File: src/rtl/ov5640_seq_pkg.sv
// rtl/ov5640_seq_pkg.sv - state encoding, per-state output decode and 50 MHz default timing for the OV5640 sequencer
package ov5640_seq_pkg;

    typedef enum logic [2:0] {
        ST_IDLE     = 3'd0,
        ST_PWDN     = 3'd1,
        ST_RST      = 3'd2,
        ST_SETTLE   = 3'd3,
        ST_CFG      = 3'd4,
        ST_WAIT_MEM = 3'd5,
        ST_RUN      = 3'd6,
        ST_FAULT    = 3'd7
    } seq_state_e;

    typedef struct packed {
        logic pwdn;
        logic rst_n;
        logic cfg_rst_n;
        logic init_done;
        logic fault;
    } seq_out_t;

    localparam int DEF_T_PWDN    = 300_000;
    localparam int DEF_T_RST     = 100_000;
    localparam int DEF_T_SETTLE  = 1_050_000;
    localparam int DEF_T_CFG_TO  = 50_000_000;
    localparam int DEF_CNT_W     = 26;
    localparam int DEF_MAX_RETRY = 3;

    function automatic seq_out_t seq_decode(input seq_state_e s);
        seq_out_t o;
        o.pwdn      = (s == ST_IDLE) || (s == ST_PWDN) || (s == ST_FAULT);
        o.rst_n     = (s == ST_SETTLE) || (s == ST_CFG) || (s == ST_WAIT_MEM) || (s == ST_RUN);
        o.cfg_rst_n = (s == ST_CFG) || (s == ST_WAIT_MEM) || (s == ST_RUN);
        o.init_done = (s == ST_RUN);
        o.fault     = (s == ST_FAULT);
        return o;
    endfunction

    // Decode of IDLE doubles as the reset value of every output.
    localparam seq_out_t SEQ_OUT_RESET = '{pwdn: 1'b1, rst_n: 1'b0, cfg_rst_n: 1'b0,
                                          init_done: 1'b0, fault: 1'b0};

endpackage

File: src/rtl/ov5640_seq_timer.sv
// rtl/ov5640_seq_timer.sv - shared down-counter; a load of N expires on the Nth cycle after the load edge
module ov5640_seq_timer
    import ov5640_seq_pkg::*;
#(
    parameter int CNT_W = DEF_CNT_W
) (
    input  logic             sys_clk,
    input  logic             sys_rst_n,
    input  logic             load_i,
    input  logic [CNT_W-1:0] value_i,
    output logic             expire_o
);

    logic [CNT_W-1:0] cnt_q;
    logic [CNT_W-1:0] cnt_d;

    // Parks at zero when idle so expire cannot fire again without a new load.
    always_comb begin
        cnt_d = cnt_q;
        if (load_i) begin
            cnt_d = value_i;
        end else if (cnt_q != '0) begin
            cnt_d = cnt_q - CNT_W'(1);
        end
    end

    always_ff @(posedge sys_clk or negedge sys_rst_n) begin
        if (!sys_rst_n) begin
            cnt_q <= '0;
        end else begin
            cnt_q <= cnt_d;
        end
    end

    assign expire_o = (cnt_q == CNT_W'(1));

endmodule

File: src/rtl/ov5640_pwr_seq.sv
// rtl/ov5640_pwr_seq.sv - OV5640 PWDN/RESET bring-up sequencer with config timeout; OV5640_SEQ_RETRY_EN adds power-cycle retries
module ov5640_pwr_seq
    import ov5640_seq_pkg::*;
#(
    parameter int T_PWDN    = DEF_T_PWDN,
    parameter int T_RST     = DEF_T_RST,
    parameter int T_SETTLE  = DEF_T_SETTLE,
    parameter int T_CFG_TO  = DEF_T_CFG_TO,
    parameter int CNT_W     = DEF_CNT_W,
    parameter int MAX_RETRY = DEF_MAX_RETRY
) (
    input  logic       sys_clk,
    input  logic       sys_rst_n,
    input  logic       cam_en,
    input  logic       pll_locked,
    input  logic       cfg_done,
    input  logic       sdram_init_done,
    output logic       ov5640_pwdn,
    output logic       ov5640_rst_n,
    output logic       cfg_rst_n,
    output logic       sys_init_done,
    output logic       seq_fault,
    output logic [2:0] seq_state
);

    if (T_PWDN < 1 || T_RST < 1 || T_SETTLE < 1 || T_CFG_TO < 1) begin : g_bad_load
        $error("ov5640_pwr_seq: timer loads must be at least 1");
    end
    if ($clog2(T_PWDN + 1) > CNT_W || $clog2(T_RST + 1) > CNT_W ||
        $clog2(T_SETTLE + 1) > CNT_W || $clog2(T_CFG_TO + 1) > CNT_W) begin : g_bad_width
        $error("ov5640_pwr_seq: CNT_W too narrow for timing parameters");
    end
    if (MAX_RETRY < 0) begin : g_bad_retry
        $error("ov5640_pwr_seq: MAX_RETRY must not be negative");
    end

    seq_state_e       state_q;
    seq_state_e       state_d;
    seq_out_t         out_q;
    logic             tmr_load;
    logic [CNT_W-1:0] tmr_val;
    logic             tmr_expire;

`ifdef OV5640_SEQ_RETRY_EN
    localparam int RETRY_W = (MAX_RETRY < 1) ? 1 : $clog2(MAX_RETRY + 1);
    logic [RETRY_W-1:0] retry_q;
    logic [RETRY_W-1:0] retry_d;
`endif

    always_comb begin
        state_d  = state_q;
        tmr_load = 1'b0;
        tmr_val  = '0;
`ifdef OV5640_SEQ_RETRY_EN
        retry_d  = retry_q;
`endif
        case (state_q)
            ST_IDLE:     state_d = ST_PWDN;
            ST_PWDN:     if (tmr_expire) state_d = ST_RST;
            ST_RST:      if (tmr_expire) state_d = ST_SETTLE;
            ST_SETTLE:   if (tmr_expire) state_d = ST_CFG;
            ST_CFG: begin
                if (cfg_done) begin
                    state_d = ST_WAIT_MEM;
                end else if (tmr_expire) begin
`ifdef OV5640_SEQ_RETRY_EN
                    if (retry_q < RETRY_W'(MAX_RETRY)) begin
                        retry_d = retry_q + RETRY_W'(1);
                        state_d = ST_PWDN;
                    end else begin
                        state_d = ST_FAULT;
                    end
`else
                    state_d = ST_FAULT;
`endif
                end
            end
            ST_WAIT_MEM: if (sdram_init_done) state_d = ST_RUN;
            default:     state_d = state_q;
        endcase

        // Losing enable or clock lock beats every other transition, including IDLE->PWDN.
        if (!cam_en || !pll_locked) begin
            state_d = ST_IDLE;
        end

`ifdef OV5640_SEQ_RETRY_EN
        if (state_q == ST_IDLE || state_d == ST_RUN) begin
            retry_d = '0;
        end
`endif

        if (state_d != state_q) begin
            tmr_load = 1'b1;
            case (state_d)
                ST_PWDN:   tmr_val = CNT_W'(T_PWDN);
                ST_RST:    tmr_val = CNT_W'(T_RST);
                ST_SETTLE: tmr_val = CNT_W'(T_SETTLE);
                ST_CFG:    tmr_val = CNT_W'(T_CFG_TO);
                default:   tmr_load = 1'b0;
            endcase
        end
    end

    // Outputs are registered from the next state so they change on the same edge as the state.
    always_ff @(posedge sys_clk or negedge sys_rst_n) begin
        if (!sys_rst_n) begin
            state_q <= ST_IDLE;
            out_q   <= SEQ_OUT_RESET;
        end else begin
            state_q <= state_d;
            out_q   <= seq_decode(state_d);
        end
    end

`ifdef OV5640_SEQ_RETRY_EN
    always_ff @(posedge sys_clk or negedge sys_rst_n) begin
        if (!sys_rst_n) begin
            retry_q <= '0;
        end else begin
            retry_q <= retry_d;
        end
    end
`endif

    ov5640_seq_timer #(
        .CNT_W (CNT_W)
    ) u_timer (
        .sys_clk   (sys_clk),
        .sys_rst_n (sys_rst_n),
        .load_i    (tmr_load),
        .value_i   (tmr_val),
        .expire_o  (tmr_expire)
    );

    assign ov5640_pwdn   = out_q.pwdn;
    assign ov5640_rst_n  = out_q.rst_n;
    assign cfg_rst_n     = out_q.cfg_rst_n;
    assign sys_init_done = out_q.init_done;
    assign seq_fault     = out_q.fault;
    assign seq_state     = state_q;

endmodule

File: config.mk
export PLATFORM = sky130hd
export DESIGN_NAME = ov5640_pwr_seq
export DESIGN_NICKNAME = d
export VERILOG_FILES = /design/src/rtl/ov5640_seq_pkg.sv /design/src/rtl/ov5640_seq_timer.sv /design/src/rtl/ov5640_pwr_seq.sv
export SDC_FILE = /design/constraint.sdc
export NUM_CORES = 1
export LEC_CHECK = 0
export ABC_AREA = 1
export ABC_CLOCK_PERIOD_IN_PS = 2000
export CAP_MARGIN = 20
export CORE_UTILIZATION = 49
export DETAILED_ROUTE_END_ITERATION = 6
export PLACE_DENSITY_LB_ADDON = 0.3
export SLEW_MARGIN = 25
export SYNTH_ARGS = -nofsm -noshare
export SYNTH_HDL_FRONTEND = slang
export SYNTH_SLANG_ARGS = --single-unit
File: constraint.sdc
create_clock -name sys_clk -period 2 [get_ports sys_clk]
set_clock_uncertainty 0.15 [all_clocks]
set_input_delay 0.3 -clock sys_clk [delete_from_list [all_inputs] [get_ports sys_clk]]
set_output_delay 0.3 -clock sys_clk [all_outputs]
set_load 0.005 [all_outputs]
==> results.md <==
* Outcome: finished with violations
* Failing checks: setup timing
* Worst path cell trace: nor2_1, nand2_2, inv_2, nand2_2, nor2_2, nand2_2, o21ai_4, nand2_4, nand2_1, nand3_4, buf_12, nand2_8, nand2_4, nand2_1, inv_1
* I/O pin cnt at 14
* H-tree depth at 2
* Tightest Hold Check Type: input port to async pin
* Sequential Power Share at 31.6%
* Worst-path maximum fanout at 5
* Fin nets at 470
* Synth top area share at 34.16%
* DIE AREA at 0.005218 mm²
* Synth-to-Final Area Change at 66.56%
* Asr flop ratio synth at 100.0%
* Switch Pwr at 1.249 mW
* Crit end category: flip-flop
* Post-route DRC at 0
* Most frequent CP cell: nand2_2
* Final setup violation count at 34
* Commonest non-fill, non-tap cell in the layout: buf_4
* Fin crit share at 136.4%
* Worst R2R End: u_timer.cnt_q[8]
* Row Count at 25
* Worst path arrival time at 2760 ps
* Post-synth cell types at 35
* Syn_nets at 338
* Worst slew pin tran at 539.8 ps
* Largest stage delay on the critical path at 410 ps
* Max VDD drop at 480.9 µV
* Yosys top cell by area: dfrtp_1
* Syn Area/Cell at 7.347 µm²
* RR Startpoint: u_timer.cnt_q[8]
* Clock-pin slew on the worst setup and hold paths at 80 ps
* Vias in the first global route at 2707
* Clock share of power at 18.4%
* Dominant cells by area after synthesis: dfrtp_1 (34%), nand2_1 (13%), nand2_2 (7.2%), inv_1 (5.7%), xor2_1 (5.4%)
* Crit Path Class: flip-flop to flip-flop
* Reg2reg setup slack at -730 ps
* Hold Fails Final Rpt at 0
* Power per cell area at 748.3 mW/mm²
* Average wire per standard cell at 19.75 µm
* First-pass GRT wire length at 13330 µm
* Design Power at 3.013 mW
* Share of cells above drive strength 1 at 57.79%
* CTS Buffer Depth at 2
* Root Buffer: clkbuf_8
* Leak at 2.187 nW
* Core area at 0.004723 mm²
* CP required at 2030 ps
* Gate Count Post-Synth at 329
* Vias at 3048
* Routed WL at 10450 µm
* CTS tree: built
* Grt ovf at 0
* Ant diodes at 0
* Final instance area at 0.004026 mm²
* Antenna violations before repair at 0
* Hpwl dp at 4260 µm
* Tot GR Track Use at 34.55%
* Pre-antenna DRT Iters at 6
* Post-synth EDFFs at 0
* P_int at 1.764 mW
* FF-to-FF path depth at 15
* Ys flop type: dfrtp_1
* RD Place Congestion at 0.8377
* Synthesized cell area at 0.002417 mm²
* Min cycle time layout at 2729 ps
* Comb pwr share at 50.1%
* Startpoint Class: flip-flop
* Die Height at 72.24 µm
* Port bufs at 13
* Largest net degree at the start of global routing at 35
* DR vias/cell at 5.762
* Placed inst area at 0.003208 mm²
* Most frequent cells in the layout: buf_4 (100), nand2_2 (55), nand2_1 (48), dfrtp_1 (32), inv_1 (30)
* Worst path slowest cell: dfrtp_1
* Starting Density at 51.18%
* Max Transition Viols Final at 0
* Net Sw Frac at 41.46%
* Detail Route Antenna Nets at 0
* Synth warn at 0
* Achievable Freq at 0.3665 GHz
* CTS Sinks at 34
* Horiz. Die Dim at 72.24 µm
* Clk Latency, worst-skew pair at 290 ps
* Fillers at 194
* Sequential area share after synthesis at 35.25%
* Count of max-cap constraint violations at 0
* DR iter-0 viols at 350
* TritonCTS Buffers at 5
* Seq cells post-synth at 34
* Relative slew slack at 63.74%
* Unrepaired setup endpoints after global routing: true
* Fin worst setup slack at -728.6 ps
[registers in the layout, summed over array words and instances (netlist names)]
| register | flops |
|---|---|
| cfg_rst_n | 1 |
| seq_fault | 1 |
| u_timer.cnt_q | 26 |
| seq_state | 3 |
| sys_init_done | 1 |
| ov5640_pwdn | 1 |
| ov5640_rst_n | 1 |
[metrics by stage]
stage | hold slack [ps] | utilization [%] | cells | setup TNS (ps) | setup WS, ps
2_1_floorplan | -145.6 | - | 329 | -4197 | -199.4
3_3_place_gp | 481.0 | 67.92 | 484 | -9116 | -359.8
3_5_place_dp | 504.6 | 67.92 | 484 | -10850 | -455.3
4_1_cts | 287.1 | 78.70 | 521 | -8753 | -335.2
5_1_grt | 315.8 | 85.25 | 529 | -20670 | -738.7
6_report | 273.2 | 85.25 | 529 | -20100 | -728.6
[worst max-delay path by stage]
stage / slack (ps) / start / cells past startpoint / end
global route: -740 / u_timer.cnt_q[8] / 18 / u_timer.cnt_q[8]
global placement: -360 / u_timer.cnt_q[1] / 18 / u_timer.cnt_q[0]
floorplan: -200 / u_timer.cnt_q[1] / 20 / u_timer.cnt_q[19]
finish: -730 / u_timer.cnt_q[8] / 15 / u_timer.cnt_q[8]
CTS: -340 / u_timer.cnt_q[1] / 20 / u_timer.cnt_q[18]
detailed placement: -460 / sdram_init_done / 11 / u_timer.cnt_q[0]
[area by class of cell]
cell class	count	area, µm²	area share (%)
clock inverters	1	5.005	0.1243
well taps	67	83.83	2.082
clock buffers	7	86.33	2.144
multi-input cells	248	1794	44.56
repair buffers	122	1003	24.92
inverters	50	200.2	4.972
flip-flops and latches	34	853.3	21.19
[logic make-up after synthesis]
group           synth area share [%]
simple gates                   41.77
fa+ha+maj                      1.553
xor+xnor                       7.246
compound gates                 4.193
flops                          35.25
buf+inv                        9.989
[layer usage]
layer / part of all wire (%) / global-route usage (%) / wire [µm]
met5: 0 / 0 / 0
met4: 9.9 / 21.79 / 1035
met3: 9.1 / 7.222 / 954
met2: 47 / 61.89 / 4915
met1: 34 / 36.89 / 3541
[Yosys cell counts, types with 2 or more instances]
master	count
nor2_2	15
nor3_1	6
nand2_1	85
nor3_2	2
nand2_4	2
xor2_1	15
inv_1	37
inv_2	12
nand2_2	28
dfrtp_1	33
nand4_1	4
o21ai_0	6
o21ai_1	4
xnor2_1	5
nand2_8	3
ha_1	3
nor2_1	32
nand3_1	18
nor4_1	2
a21oi_1	2
[critical path, delay by kind of cell (launching register included)]
family / cells / cell delay [ps]
simple gates: 11 / 1500
flops: 1 / 410
buf+inv: 3 / 330
compound gates: 1 / 220
[power by group through the flow]
stage | clock network [mW] | logic [mW] | registers [mW]
after global placement | 0 | 1.02 | 0.914
after detailed placement | 0 | 1.04 | 0.917
after CTS | 0.540 | 1.19 | 0.917
after floorplan | 0 | 0.581 | 0.920
after global routing | 0.574 | 1.60 | 0.956
final | 0.554 | 1.51 | 0.951
[what timing repair did]
item,CTS,global route
pin swaps,27,43
cloned,8,0
hold buffers,0,0
buffers inserted,21,8
resized for setup,42,69
endpoints found under the setup margin,30,32
hold endpoints to repair,0,0
(Power assumes the default switching activity.)
